--- src/rtl/mux4_rr_arbiter.sv ---
// mux4_rr_arbiter
//   Round-robin arbiter that shares one 4:1 one-bit mux between four
//   requesters. One requester owns the mux at a time. Ownership ends when the
//   owner drops its request, or when it reaches the hold timeout.
//
// Parameters
//   MAX_HOLD  maximum consecutive grant cycles per ownership (0 = no timeout)
//   HOLD_W    hold counter width; must be able to hold MAX_HOLD-1
//
// Ports
//   clk    rising-edge clock
//   rst    synchronous reset, active-high, highest priority
//   en     1 = new grants allowed (ignored while an owner keeps the mux)
//   req    per-requester request bits
//   x      per-requester data bits
//   gnt    registered one-hot grant, 0 when idle
//   s      registered mux select (index of the owner; holds value when idle)
//   valid  registered, equals |gnt
//   y      x[s] while valid, else 0
module mux4_rr_arbiter #(
    parameter int unsigned MAX_HOLD = 8,
    parameter int unsigned HOLD_W   = 4
) (
    input  logic       clk,
    input  logic       rst,
    input  logic       en,
    input  logic [3:0] req,
    input  logic [3:0] x,
    output logic [3:0] gnt,
    output logic [1:0] s,
    output logic       valid,
    output logic       y
);

    typedef enum logic {
        IDLE  = 1'b0,
        GRANT = 1'b1
    } state_t;

    localparam bit                TIMEOUT_EN = (MAX_HOLD != 0);
    localparam logic [HOLD_W-1:0] HOLD_LAST  = HOLD_W'(MAX_HOLD - 1);

    state_t             state, state_n;
    logic [3:0]         gnt_n;
    logic [1:0]         s_n;
    logic               valid_n;
    logic [1:0]         ptr, ptr_n;
    logic [HOLD_W-1:0]  hold_cnt, hold_cnt_n;
    logic               release_now;
    logic [1:0]         owner_next;

    // First requester at or after index p, wrapping mod 4.
    function automatic logic [1:0] pick(input logic [3:0] r, input logic [1:0] p);
        logic [1:0] idx;
        logic       found;
        pick  = p;
        found = 1'b0;
        for (int unsigned k = 0; k < 4; k++) begin
            idx = p + 2'(k);
            if (!found && r[idx]) begin
                pick  = idx;
                found = 1'b1;
            end
        end
    endfunction

    always_ff @(posedge clk) begin
        if (rst) begin
            state    <= IDLE;
            gnt      <= '0;
            s        <= '0;
            valid    <= 1'b0;
            ptr      <= '0;
            hold_cnt <= '0;
        end else begin
            state    <= state_n;
            gnt      <= gnt_n;
            s        <= s_n;
            valid    <= valid_n;
            ptr      <= ptr_n;
            hold_cnt <= hold_cnt_n;
        end
    end

    always_comb begin
        state_n     = state;
        gnt_n       = gnt;
        s_n         = s;
        valid_n     = valid;
        ptr_n       = ptr;
        hold_cnt_n  = hold_cnt;
        release_now = 1'b0;
        owner_next  = s;

        case (state)
            IDLE: begin
                hold_cnt_n = '0;
                if (en && (req != '0)) begin
                    owner_next = pick(req, ptr);
                    state_n    = GRANT;
                    gnt_n      = 4'b0001 << owner_next;
                    s_n        = owner_next;
                    valid_n    = 1'b1;
                end else begin
                    gnt_n   = '0;
                    valid_n = 1'b0;
                end
            end

            GRANT: begin
                release_now = !req[s] || (TIMEOUT_EN && (hold_cnt == HOLD_LAST));
                if (!release_now) begin
                    hold_cnt_n = hold_cnt + 1'b1;
                end else begin
                    ptr_n = s + 2'd1;
                    // No explicit mask is needed: a dropped owner has req[s]=0
                    // already, and a timed-out owner is last when searching
                    // from s+1, so the plain req gives the required order.
                    if (en && (req != '0)) begin
                        owner_next = pick(req, s + 2'd1);
                        state_n    = GRANT;
                        gnt_n      = 4'b0001 << owner_next;
                        s_n        = owner_next;
                        valid_n    = 1'b1;
                        hold_cnt_n = '0;
                    end else begin
                        state_n    = IDLE;
                        gnt_n      = '0;
                        valid_n    = 1'b0;
                        hold_cnt_n = '0;
                    end
                end
            end

            default: begin
                state_n    = IDLE;
                gnt_n      = '0;
                valid_n    = 1'b0;
                hold_cnt_n = '0;
            end
        endcase
    end

    assign y = valid & x[s];

endmodule

--- config.mk ---
export PLATFORM = sky130hd
export DESIGN_NAME = mux4_rr_arbiter
export DESIGN_NICKNAME = d
export VERILOG_FILES = /design/src/rtl/mux4_rr_arbiter.sv
export SDC_FILE = /design/constraint.sdc
export NUM_CORES = 1
export LEC_CHECK = 0
export CORE_ASPECT_RATIO = 0.9
export CORE_MARGIN = 1
export CORE_UTILIZATION = 45
export DETAILED_ROUTE_END_ITERATION = 8
export GPL_TIMING_DRIVEN = 0
export PLACE_DENSITY = 0.71
export SYNTH_ARGS = -nofsm -noshare
export SYNTH_HDL_FRONTEND = slang
export SYNTH_SLANG_ARGS = --single-unit
--- constraint.sdc ---
create_clock -name clk -period 2.1 [get_ports clk]
set_input_delay 0.42 -clock clk [delete_from_list [all_inputs] [get_ports clk]]
set_output_delay 0.42 -clock clk [all_outputs]
set_load 0.1 [all_outputs]
==> flow_summary_export.csv <==
group,metric,value,unit
status,status,"finished, final reports clean",
cells_and_area,final_cell_mix,"nor2_1, dfxtp_1, inv_1, dlygate4sd2_1, clkdlybuf4s50_1",
clock_network,hold_buffers,0,
routing,wl_met2,992,um
synthesis,synth-edff-count,0,
worst_setup_path,r2r-start,"s[0]",
cells_and_area,nFillCells,187,
power_and_ir_drop,p_leak,0.500,nW
worst_setup_path,cp_max_fo,1,
timing,hold_violations,0,
grt,grt.overflow.total,0,
worst_setup_path,critPathKind,"input pin to primary output",
die,ios,19,
clock_network,clk_pin_slew_worst_paths,80,ps
timing,tns,0,ps
placed_design,portBuffers,16,
synthesis,yosys_register_bits,14,
synthesis,synth_flop_cell,"dfxtp_1",
timing,fmax,484,MHz
clock_network,cts_made_buffers,3,
routing,antenna_left,0,
routing,dr.max_layer_used,"met4",
timing,fin_crit_sh,0.984,
grt,grt_pass1_vias,776,
routing,drt_iter0_markers,14,
synthesis,synth_nets,123,
timing,worstMarginPinSlew,958,ps
routing,viasPerCell,5.55,
hold_path,whs_path_depth,1,
routing,firstDrtPassIters,4,
hold_path,hold_path.class,"register to register",
worst_setup_path,required,1680,ps
clock_network,clock_latency,280,ps
clock_network,cts_tree,"built",
cells_and_area,seq_area,285,sq um
worst_setup_path,worstRegToRegCells,6,
die,die_area,0.00231,sq mm
grt,grt_usage,0.207,
timing,finalMaxSlewViolations,0,
clock_network,cts_max_level,1,
job,maxCapViolCount,0,
worst_setup_path,rrSetupSlack,240,ps
die,die_h,45.7,um
die,start_util,0.488,
clock_network,cts_buffer_depth,2,
timing,final-setup-viol-count,0,
synthesis,synthDistinctLibCells,48,
cells_and_area,diodes,0,
timing,relSlewSlack,0.364,
timing,rsz0062_at_grt,"no",
hold_path,hold_end,"hold_cnt[0]",
worst_setup_path,cp-end-kind,"primary output",
synthesis,ys_warn_count,0,
cells_and_area,nets,145,
placed_design,hpwl,1.59,mm
synthesis,synthCells,111,
timing,fin_crit,2070,ps
clock_network,cts_root_buf,"clkbuf_4",
worst_setup_path,cp-start-kind,"input pin",
power_and_ir_drop,peakVddDrop,0.531,mV
clock_network,cts_sinks,14,
synthesis,synthArstFlopShare,0,
synthesis,synth_area,953,sq um
worst_setup_path,cp.arrival,1650,ps
die,die_x,50.5,um
cells_and_area,multi_input_area,604,sq um
cells_and_area,area_delta_synth_final,26.9,%
routing,met1_length,1.05,mm
die,num_rows,15,
hold_path,hold_path.startpoint,"hold_cnt[0]",
timing,fin_worst_skew,6.17,ps
placed_design,place.gp.congestion,0.797,
routing,drcViolationCount,0,
grt,grt_pass1_wl,3.55,mm
routing,vias,871,
timing,hold_ws,448,ps
grt,grt_max_degree,11,
routing,route.met3.wl,108,um
grt,antenna_found_initial,0,
routing,routed_wirelength,2.16,mm
synthesis,ys_seq_area_frac,0.294,
cells_and_area,drive_above_1_share,0.205,
power_and_ir_drop,power_density,624,mW/mm^2
routing,wl_per_cell,13.7,um
synthesis,syn_area_per_cell,8.59,sq um
worst_setup_path,r2r_end,"s[1]",
die,core-area,0.00195,sq mm
sequential cells by signal, indices dropped and copies added (netlist names):
register / flops
s: 2
state: 1
hold_cnt: 4
valid: 1
ptr: 2
gnt: 4
logic make-up after synthesis:
kind of cell | share of synthesized area
simple gates | 0.239
xor+xnor | 0.0276
mux | 0.0735
flops | 0.294
compound gates | 0.262
fa+ha+maj | 0.0131
buf+inv | 0.0905
how the worst max path moves through the flow:
stage | from | endpoint | slack [ps] | cells past startpoint
3_5_place_dp | x[1] | y | -780 | 4
6_report | x[1] | y | 30 | 4
3_3_place_gp | x[1] | y | -790 | 4
5_1_grt | s[0] | y | 7 | 3
4_1_cts | req[3] | gnt[3] | 10 | 7
2_1_floorplan | s[0] | s[1] | 60 | 7
worst max-delay path, cell delays in order:
cell and delay (ps):
clkdlybuf4s50_1 390, mux4_1 490, and2_4 180, buf_12 160
final cells by class:
class | instances | share of cell area
inverter | 8 | 0.0248
tap | 25 | 0.0259
clock buffer | 4 | 0.0217
timing repair buffer | 18 | 0.150
multi-input combinational | 80 | 0.499
sequential | 14 | 0.236
buffer | 8 | 0.0424
what timing repair did:
item / 4_1_cts / 5_1_grt
setup endpoints to repair: 11 / 5
buffers inserted: 0 / 2
resized for setup: 20 / 8
pin swaps: 1 / 2
report_power, final:
group / switching [mW] / internal, mW
registers: 0.0173 / 0.282
logic: 0.194 / 0.108
clock network: 0.0795 / 0.0737
total: 0.291 / 0.464
synth_stat cells (2+ instances only):
cell type | n | area [sq um]
a211oi_1 | 4 | 30.0
a21oi_1 | 5 | 25.0
a221o_1 | 2 | 20.0
a31oi_1 | 3 | 18.8
and2_1 | 4 | 25.0
buf_2 | 3 | 15.0
buf_6 | 2 | 22.5
clkbuf_1 | 2 | 7.51
dfxtp_1 | 14 | 280
inv_1 | 8 | 30.0
nand2_1 | 5 | 18.8
nand2b_1 | 3 | 18.8
nand3_1 | 2 | 10.0
nand3b_1 | 2 | 15.0
nor2_1 | 12 | 45.0
nor2b_1 | 3 | 18.8
o21ai_0 | 3 | 15.0
o21ai_1 | 2 | 10.0
o22ai_1 | 2 | 12.5
xor2_1 | 2 | 17.5
metal layers:
| layer | track usage | vias up |
|---|---|---|
| met5 | 0 | - |
| met4 | 0.0167 | 0 |
| met3 | 0.0667 | 2 |
| met2 | 0.339 | 18 |
| met1 | 0.279 | 400 |
| li1 | - | 451 |
through the flow:
stage          instance area [sq um]  total power, mW  std cells  utilization  worst slack [ps]
4_1_cts                         1190            0.756        156        0.609              13.6
6_report                        1210            0.754        157        0.620              33.5
5_1_grt                         1210            0.794        157        0.620              7.24
3_3_place_gp                    1150            0.598        152        0.590              -786
3_5_place_dp                    1150            0.600        152        0.590              -777
2_1_floorplan                    960            0.530        111            -              60.8
No activity file was read; power rests on OpenSTA's default activity.
